**src/rtl/mix_inlet_sequencer.sv**
```systemverilog
// Three-inlet dosing sequencer: settle each nonzero inlet, pump its dose, then drain. Outputs are registered and change one cycle after the deciding input.
// Define MIX_FLUSH_EN to add a flush pass (flush valve plus FLUSH_STEPS pulses and a trailing outlet hold) after the drain.
module mix_inlet_sequencer #(
    parameter int CNT_W       = 16,
    parameter int SETTLE      = 4,
    parameter int STEP_DIV    = 2,
    parameter int OUTLET_HOLD = 8,
    parameter int FLUSH_STEPS = 32
) (
    input  logic             clk,
    input  logic             rst,
    input  logic             start,
    input  logic             abort,
    input  logic [CNT_W-1:0] dose1,
    input  logic [CNT_W-1:0] dose2,
    input  logic [CNT_W-1:0] dose3,
    output logic             busy,
    output logic             done,
    output logic             valve_soln1,
    output logic             valve_soln2,
    output logic             valve_soln3,
    output logic             valve_out,
    output logic             valve_flush,
    output logic             pump_step
);

    localparam int TW = 16;

    typedef enum logic [2:0] {
        S_IDLE,
        S_SETTLE,
        S_PUMP,
        S_DRAIN,
        S_DONE
`ifdef MIX_FLUSH_EN
        , S_FLUSH
`endif
    } state_t;

    state_t            state, nxt_state;
    logic [1:0]        sel, nxt_sel;
    logic [TW-1:0]     tmr, nxt_tmr;
    logic [CNT_W-1:0]  cnt, nxt_cnt;
    logic [CNT_W-1:0]  d1q, d2q, d3q;
    logic [CNT_W-1:0]  cur_dose;
    logic [1:0]        next_sel;
    logic              has_next;
    logic              last_pulse;
    logic              div_wrap;
    logic              nxt_busy, nxt_done, nxt_v1, nxt_v2, nxt_v3, nxt_vout, nxt_pump;
`ifdef MIX_FLUSH_EN
    logic              flushed, nxt_flushed;
    logic              nxt_vflush;
`endif

    // sel==3 marks the flush pass; it never occurs in the default build.
    always_comb begin
        case (sel)
            2'd0:    cur_dose = d1q;
            2'd1:    cur_dose = d2q;
            2'd2:    cur_dose = d3q;
            default: cur_dose = CNT_W'(FLUSH_STEPS);
        endcase
    end

    always_comb begin
        has_next = 1'b1;
        next_sel = 2'd2;
        if (sel == 2'd0 && d2q != '0)
            next_sel = 2'd1;
        else if (sel != 2'd2 && d3q != '0)
            next_sel = 2'd2;
        else
            has_next = 1'b0;
    end

    // cnt holds the number of the pulse issued in the current tmr==0 cycle.
    assign last_pulse = (tmr == '0) && (cnt == cur_dose);
    assign div_wrap   = (tmr == TW'(STEP_DIV - 1));

    always_comb begin
        nxt_state = state;
        nxt_sel   = sel;
        nxt_tmr   = tmr;
        nxt_cnt   = cnt;
`ifdef MIX_FLUSH_EN
        nxt_flushed = flushed;
`endif
        case (state)
            S_IDLE: begin
                if (start) begin
                    nxt_tmr = '0;
                    nxt_cnt = '0;
`ifdef MIX_FLUSH_EN
                    nxt_flushed = 1'b0;
`endif
                    if (dose1 != '0) begin
                        nxt_state = S_SETTLE;
                        nxt_sel   = 2'd0;
                    end else if (dose2 != '0) begin
                        nxt_state = S_SETTLE;
                        nxt_sel   = 2'd1;
                    end else if (dose3 != '0) begin
                        nxt_state = S_SETTLE;
                        nxt_sel   = 2'd2;
                    end else begin
                        nxt_state = S_DONE;
                    end
                end
            end
            S_SETTLE: begin
                if (tmr == TW'(SETTLE - 1)) begin
                    nxt_state = S_PUMP;
                    nxt_tmr   = '0;
                    nxt_cnt   = CNT_W'(1);
                end else begin
                    nxt_tmr = tmr + TW'(1);
                end
            end
            S_PUMP: begin
                if (last_pulse) begin
                    nxt_tmr = '0;
                    if (has_next) begin
                        nxt_state = S_SETTLE;
                        nxt_sel   = next_sel;
                    end else begin
                        nxt_state = S_DRAIN;
                    end
                end else if (div_wrap) begin
                    nxt_tmr = '0;
                    nxt_cnt = cnt + CNT_W'(1);
                end else begin
                    nxt_tmr = tmr + TW'(1);
                end
            end
`ifdef MIX_FLUSH_EN
            S_FLUSH: begin
                if (last_pulse) begin
                    nxt_tmr     = '0;
                    nxt_state   = S_DRAIN;
                    nxt_flushed = 1'b1;
                end else if (div_wrap) begin
                    nxt_tmr = '0;
                    nxt_cnt = cnt + CNT_W'(1);
                end else begin
                    nxt_tmr = tmr + TW'(1);
                end
            end
`endif
            S_DRAIN: begin
                if (tmr == TW'(OUTLET_HOLD - 1)) begin
                    nxt_tmr = '0;
`ifdef MIX_FLUSH_EN
                    if (!flushed) begin
                        nxt_state = S_FLUSH;
                        nxt_sel   = 2'd3;
                        nxt_cnt   = CNT_W'(1);
                    end else begin
                        nxt_state = S_DONE;
                    end
`else
                    nxt_state = S_DONE;
`endif
                end else begin
                    nxt_tmr = tmr + TW'(1);
                end
            end
            S_DONE:  nxt_state = S_IDLE;
            default: nxt_state = S_IDLE;
        endcase

        // Abort overrides whatever transition was decided above.
        if (abort && state != S_IDLE) begin
            nxt_state = S_IDLE;
            nxt_tmr   = '0;
            nxt_cnt   = '0;
        end
    end

    // Outputs are decoded from the next state so they can be registered alongside it.
    always_comb begin
        nxt_busy = (nxt_state == S_SETTLE) || (nxt_state == S_PUMP) || (nxt_state == S_DRAIN);
        nxt_vout = (nxt_state == S_PUMP) || (nxt_state == S_DRAIN);
        nxt_pump = (nxt_state == S_PUMP) && (nxt_tmr == '0);
`ifdef MIX_FLUSH_EN
        nxt_vflush = (nxt_state == S_FLUSH);
        nxt_busy   = nxt_busy || nxt_vflush;
        nxt_vout   = nxt_vout || nxt_vflush;
        nxt_pump   = nxt_pump || (nxt_vflush && (nxt_tmr == '0));
`endif
        nxt_done = (nxt_state == S_DONE);
        nxt_v1   = ((nxt_state == S_SETTLE) || (nxt_state == S_PUMP)) && (nxt_sel == 2'd0);
        nxt_v2   = ((nxt_state == S_SETTLE) || (nxt_state == S_PUMP)) && (nxt_sel == 2'd1);
        nxt_v3   = ((nxt_state == S_SETTLE) || (nxt_state == S_PUMP)) && (nxt_sel == 2'd2);
    end

    always_ff @(posedge clk or posedge rst) begin
        if (rst) begin
            state       <= S_IDLE;
            sel         <= '0;
            tmr         <= '0;
            cnt         <= '0;
            d1q         <= '0;
            d2q         <= '0;
            d3q         <= '0;
            busy        <= 1'b0;
            done        <= 1'b0;
            valve_soln1 <= 1'b0;
            valve_soln2 <= 1'b0;
            valve_soln3 <= 1'b0;
            valve_out   <= 1'b0;
            pump_step   <= 1'b0;
        end else begin
            state       <= nxt_state;
            sel         <= nxt_sel;
            tmr         <= nxt_tmr;
            cnt         <= nxt_cnt;
            if (state == S_IDLE && start) begin
                d1q <= dose1;
                d2q <= dose2;
                d3q <= dose3;
            end
            busy        <= nxt_busy;
            done        <= nxt_done;
            valve_soln1 <= nxt_v1;
            valve_soln2 <= nxt_v2;
            valve_soln3 <= nxt_v3;
            valve_out   <= nxt_vout;
            pump_step   <= nxt_pump;
        end
    end

`ifdef MIX_FLUSH_EN
    always_ff @(posedge clk or posedge rst) begin
        if (rst) begin
            flushed     <= 1'b0;
            valve_flush <= 1'b0;
        end else begin
            flushed     <= nxt_flushed;
            valve_flush <= nxt_vflush;
        end
    end
`else
    assign valve_flush = 1'b0;
`endif

endmodule
```
**config.mk**
```make
export PLATFORM = sky130hd
export DESIGN_NAME = mix_inlet_sequencer
export DESIGN_NICKNAME = d
export VERILOG_FILES = /design/src/rtl/mix_inlet_sequencer.sv
export SDC_FILE = /design/constraint.sdc
export NUM_CORES = 1
export LEC_CHECK = 0
export ABC_AREA = 1
export BUFFER_PORTS_ARGS = -buffer_cell sky130_fd_sc_hd__buf_2
export CAP_MARGIN = 10
export CELL_PAD_IN_SITES_DETAIL_PLACEMENT = 1
export CELL_PAD_IN_SITES_GLOBAL_PLACEMENT = 2
export CORE_ASPECT_RATIO = 1.25
export CORE_MARGIN = 2
export CORE_UTILIZATION = 29
export DETAILED_ROUTE_END_ITERATION = 6
export GPL_TIMING_DRIVEN = 0
export HOLD_SLACK_MARGIN = 0.06
export PLACE_DENSITY = 0.75
export SYNTH_ARGS = -nofsm -noshare
export SYNTH_HDL_FRONTEND = slang
export SYNTH_SLANG_ARGS = --single-unit
```
**constraint.sdc**
```tcl
create_clock -name clk -period 4.2 [get_ports clk]
set_input_delay 0.84 -clock clk [delete_from_list [all_inputs] [get_ports clk]]
set_output_delay 0.84 -clock clk [all_outputs]
set_load 0.05 [all_outputs]
```
### Word-level counts from Yosys, hierarchy flattened

Index checks and enable logic that the tools add are counted.

* RAM bits: 0
* memories: 0
* latch bits: 0
* register bits after elaboration: 92
* output and inout port bits: 8
* memory bits (read-only): 0

* bitwise gates (word level): 0
* reductions and logical operators: 25
* multiply operators: 0
* equality and inequality tests: 20
* order comparisons: 0
* div/mod/pow operators: 0
* multiplexer cells: 34
* $add $sub $neg: 2
* shifts and indexed selects: 0

Operators by type and width (count)
* 16-bit 2-to-1 mux: 11
* 16-bit case mux with 3 select lines: 2
* 16-bit nonzero test: 5
* 16-bit case mux with 4 select lines: 1
* 16-bit by 1-bit adder with 16-bit output (second input constant): 2
* 16-bit logical NOT: 2
* 3-bit 2-to-1 mux: 8
* 16-bit by 1-bit == test with 1-bit output (second input constant): 1
* 16-bit == test: 1
* 16-bit by 2-bit == test with 1-bit output (second input constant): 1
* 16-bit by 3-bit == test with 1-bit output (second input constant): 1
* 2-bit 2-to-1 mux: 8
* 3-bit by 2-bit == test with 1-bit output (second input constant): 4
* 3-bit inequality test (second input constant): 4
* 3-bit case mux with 4 select lines: 1
* 1-bit logical AND: 9
* 3-bit by 1-bit == test with 1-bit output (second input constant): 2
* 5-bit AND reduction: 1
* 2-bit by 1-bit == test with 1-bit output (second input constant): 2
* 2-bit == test (second input constant): 2
* 2-bit logical NOT: 2
* 2-bit case mux with 2 select lines: 1
* 4-bit nonzero test: 1
* 3-bit == test (second input constant): 1
* other kinds (5): 8

### Depth between registers and ports, before layout

* word-level depth: 11
* mapped depth: 18
* depth with buffers taken out: 18

### Least setup slack after synthesis

Ideal clock, no wire load.

* path kind: input to register
* start point: input abort
* end point: register pump_step
* stages: 9
* setup time: 0.071 ns
* setup slack: 2.184 ns
* data arrival time: 1.944 ns
* path through: inv_1 nor2_1 clkbuf_1 a21oi_1 nand2_1 nand4_1 nor3_1 nand2_1 nor2_1

* word-level cells in the longest chain between the ends: 4
* elaborated cells between the ends (all ways): 6

Ends and longest elaborated chain
* from (decl): RTL line 13 `input logic abort,`
* 1-bit logical AND (*): RTL line 173 `if (abort && state != S_IDLE) begin`
* 16-bit 2-to-1 mux or 3-bit 2-to-1 mux (tied branches): RTL line 173
* 16-bit logical NOT or 3-bit by 2-bit == test with 1-bit output (tied branches): RTL line 184 `nxt_pump = (nxt_state == S_PUMP) && (nxt_tmr == '0);`
* 1-bit logical AND (*): RTL line 184
* net nxt_pump: RTL line 50 `logic nxt_busy, nxt_done, nxt_v1, nxt_v2, nxt_v3, nxt_vout, nxt_pump;`
* to (signal assigned): RTL line 229 `pump_step <= nxt_pump;`
* to (decl): RTL line 24 `output logic pump_step`

Mark *: on every way through the listed nets, which the timed path passes. The rest lies on a longest branch.
A chain may end at the register's enable or synchronous reset.

### Final worst setup path

* start point: register state[2]
* end point: register pump_step

* word-level cells in the longest chain between the ends: 5
* elaborated cells between the ends (all ways): 17

Ends and longest elaborated chain
* from (decl): RTL line 40 `state_t state, nxt_state;`
* from (signal assigned): RTL line 214 `state <= nxt_state;`
* 3-bit by 2-bit == test with 1-bit output (tied with other cells): RTL line 89 `case (state)`
* 16-bit case mux with 4 select lines (tied with other cells): RTL line 89
* 16-bit 2-to-1 mux or 3-bit 2-to-1 mux (tied branches): RTL line 173
* 16-bit logical NOT or 3-bit by 2-bit == test with 1-bit output (tied branches): RTL line 184
* 1-bit logical AND (*): RTL line 184
* net nxt_pump: RTL line 50

Marked as above.

==> impl_metrics.env <==
export IMPL_synthTopCellsByArea="dfrtp_1 38%, nand2_1 18%, nand3_1 8.2%, inv_1 8.0%, nor2_1 5.2%"
export IMPL_syn_inst=921
export IMPL_post_place_ws_ns=1.25
export IMPL_clock_path_buffers=2
export IMPL_finalSetupViolations=0
export IMPL_nNetsFinal=1047
export IMPL_wirelength_mm=21.8
export IMPL_crit_fanout=10
export IMPL_muxShareOfSynthArea=0
export IMPL_p_sw_mw=1.64
export IMPL_ios=60
export IMPL_hold_ws_ns=0.483
export IMPL_internal_power_mw=2.16
export IMPL_cts_sinks=92
export IMPL_rsz0062_at_grt="false"
export IMPL_setup_ws_ns=1.29
export IMPL_drtPass1Iterations=4
export IMPL_num_rows=59
export IMPL_post_route_period_util=0.693
export IMPL_die_h_um=165
export IMPL_outcome="completed"
export IMPL_cap_violations=0
export IMPL_cp_arrival_ns=3.16
export IMPL_die_area_mm2=0.0220
export IMPL_grt_max_degree=56
export IMPL_worst_setup_path_end_kind="flop"
export IMPL_pwr_share_seq=0.363
export IMPL_p_per_area_mw_per_mm2=541
export IMPL_synthesis_nets=977
export IMPL_async_flop_share=1.00
export IMPL_grt_pass1_wl_mm=35.5
export IMPL_drc_errors=0
export IMPL_avgRoutedWirePerCell_um=17.1
export IMPL_avgSynthCellArea_um2=6.56
export IMPL_grt_pass1_vias=6397
export IMPL_worst_pin_slew_ns=0.908
export IMPL_pwr_share_comb=0.399
export IMPL_final_max_slew_viol_count=0
export IMPL_slew_headroom=0.392
export IMPL_num_vias=6184
export IMPL_post_cts_resized=0
export IMPL_grt_overflow=0
export IMPL_synth_compound_area_frac=0.0884
export IMPL_synth_top_family_by_area="simple AND/OR/NAND/NOR gates"
export IMPL_synth_cell_types=35
export IMPL_insertion_delay_ns=0.36
export IMPL_port_buffer_count=58
export IMPL_hpwl_mm=17.5
export IMPL_ys_flop_type="dfrtp_1"
export IMPL_holdBufCountCts=0
export IMPL_synth_edff_count=0
export IMPL_place_congestion=0.853
export IMPL_cts_setup_buffers=0
export IMPL_yosys_area_top_type="dfrtp_1"
export IMPL_ys_ff_latch=92
export IMPL_p_leak_nw=3.63
export IMPL_drt_initial_drc_count=300
export IMPL_synth_top_cell_area_share=0.381
export IMPL_drive_gt1_frac=0.0964
export IMPL_die_x_um=133
export IMPL_antenna_left=0
export IMPL_period_needed_ns=2.91
export IMPL_hp_class="flop to flop"
export IMPL_cts_root_buf="clkbuf_16"
export IMPL_grt_antenna_before_repair=0
export IMPL_synthXorXnorAreaFrac=0.0174
export IMPL_p_clk_frac=0.238
export IMPL_critical_path_class="flop to flop"
export IMPL_seq_area_frac_synth=0.381
export IMPL_yosys_top_cells_count="288 x nand2_1, 128 x inv_1, 99 x nand3_1"
export IMPL_core_area_mm2=0.0207
export IMPL_critPathLaunchType="flop"
export IMPL_yosys_area_share_adder=0.00828
export IMPL_netlist_area_mm2=0.00604
export IMPL_area_growth_pct=16.3
export IMPL_yosys_area_share_simple=0.396
export IMPL_track_usage=0.209
export IMPL_clock_skew_ns=0.0134
export IMPL_finalInstanceArea_mm2=0.00703
export IMPL_yosys_cell_count_top_type="nand2_1"
export IMPL_switching_share=0.432
export IMPL_cts_buffers=9
export IMPL_fmax_mhz=344
export IMPL_cts_tree="yes"
export IMPL_cts_htree_levels=3
export IMPL_ys_warnings_count=0
export IMPL_clk_pin_slew_worst_paths_ns=0.07
export IMPL_hold_violations=0
export IMPL_place_area_mm2=0.00671
export IMPL_diodes=0
export IMPL_floorplan_initialDensity=0.292
export IMPL_max_vdd_ir_drop_mv=0.201
export IMPL_avgViaCountPerCell=4.87
export IMPL_cp_required_ns=4.45
-- state kept, by name, indices dropped and copies added (netlist names), 2 cells and up --
register	flops
state	3
d3q	16
d1q	16
sel	2
cnt	16
d2q	16
tmr	16
-- critical path, stage by stage (launching register included) --
cell	delay, ns
dfrtp_1	0.40
inv_1	0.22
nand2_1	0.20
nor2_1	0.73
inv_1	0.27
clkbuf_1	0.32
o211ai_1	0.25
nand2_1	0.09
nand3_1	0.10
nor2_1	0.08
nand2_1	0.08
nor2_1	0.04
-- routing by layer --
metal	up-vias	GRT usage	routed length, µm
li1	3101	-	-
met1	2982	0.240	9290
met2	76	0.398	11500
met3	25	0.0171	341
met4	0	0.0880	643
met5	-	0	0
-- worst paths after layout --
| check | from | to | slack (ns) | depth (start not counted) |
|---|---|---|---|---|
| min | d1q[14]$_DFFE_PP0P_ | d1q[14]$_DFFE_PP0P_ | 0.48 | 2 |
| min in group asynchronous | rst | d1q[1]$_DFFE_PP0P_ | 0.53 | 2 |
| max | state[2]$_DFF_PP0_ | pump_step$_DFF_PP0_ | 1.29 | 11 |
| max reg2reg | state[2]$_DFF_PP0_ | pump_step$_DFF_PP0_ | 1.29 | 11 |
| min reg2reg | d1q[14]$_DFFE_PP0P_ | d1q[14]$_DFFE_PP0P_ | 0.48 | 2 |
| max in group asynchronous | rst | pump_step$_DFF_PP0_ | 2.99 | 3 |
-- final cells by class --
cell class              instances  area [µm²]
flip-flops and latches         92        2300
well taps                     274         343
inverters                     130         490
fillers                      2728       13600
clock inverters                 4        72.6
multi-input cells             665        3090
plain buffers                  34         165
clock buffers                  12         246
repair buffers                 59         318
-- metrics by stage --
step                       util  power (mW)  TNS, ns  std cells
final                     0.340        3.80        0       1270
after floorplan               -        2.40        0        921
after global placement    0.323        2.91   -40.68       1253
after CTS                 0.340        3.86        0       1270
after global routing      0.340        4.13        0       1270
after detailed placement  0.324        2.93        0       1254
-- cells by family (layout without fill, tap and decap cells) --
group / Yosys count / count (layout)
flops: 92 / 92
simple gates: 552 / 552
fa+ha+maj: 4 / 4
compound gates: 96 / 96
other cells: 1 / 1
buf+inv: 164 / 239
xor+xnor: 12 / 12
-- layout by cell type, fill, tap and decap left out, types with 5 or more instances in the layout --
cell type / n
nand2_1: 288
inv_1: 127
nand3_1: 99
dfrtp_1: 92
nor2_1: 84
buf_2: 64
o21ai_0: 48
nand4_1: 41
a21oi_1: 31
clkbuf_1: 22
nor3_1: 20
xor2_1: 12
nor4_1: 11
clkbuf_16: 9
o211ai_1: 5
-- power groups by stage --
| stage | clock [mW] | combinational [mW] | sequential [mW] |
|---|---|---|---|
| after detailed placement | 0 | 1.54 | 1.40 |
| after global routing | 0.959 | 1.76 | 1.42 |
| final | 0.905 | 1.52 | 1.38 |
| after CTS | 0.927 | 1.54 | 1.38 |
| after global placement | 0 | 1.51 | 1.39 |
| after floorplan | 0 | 1.05 | 1.35 |
Note: power is estimated with default switching activity, not from simulation.
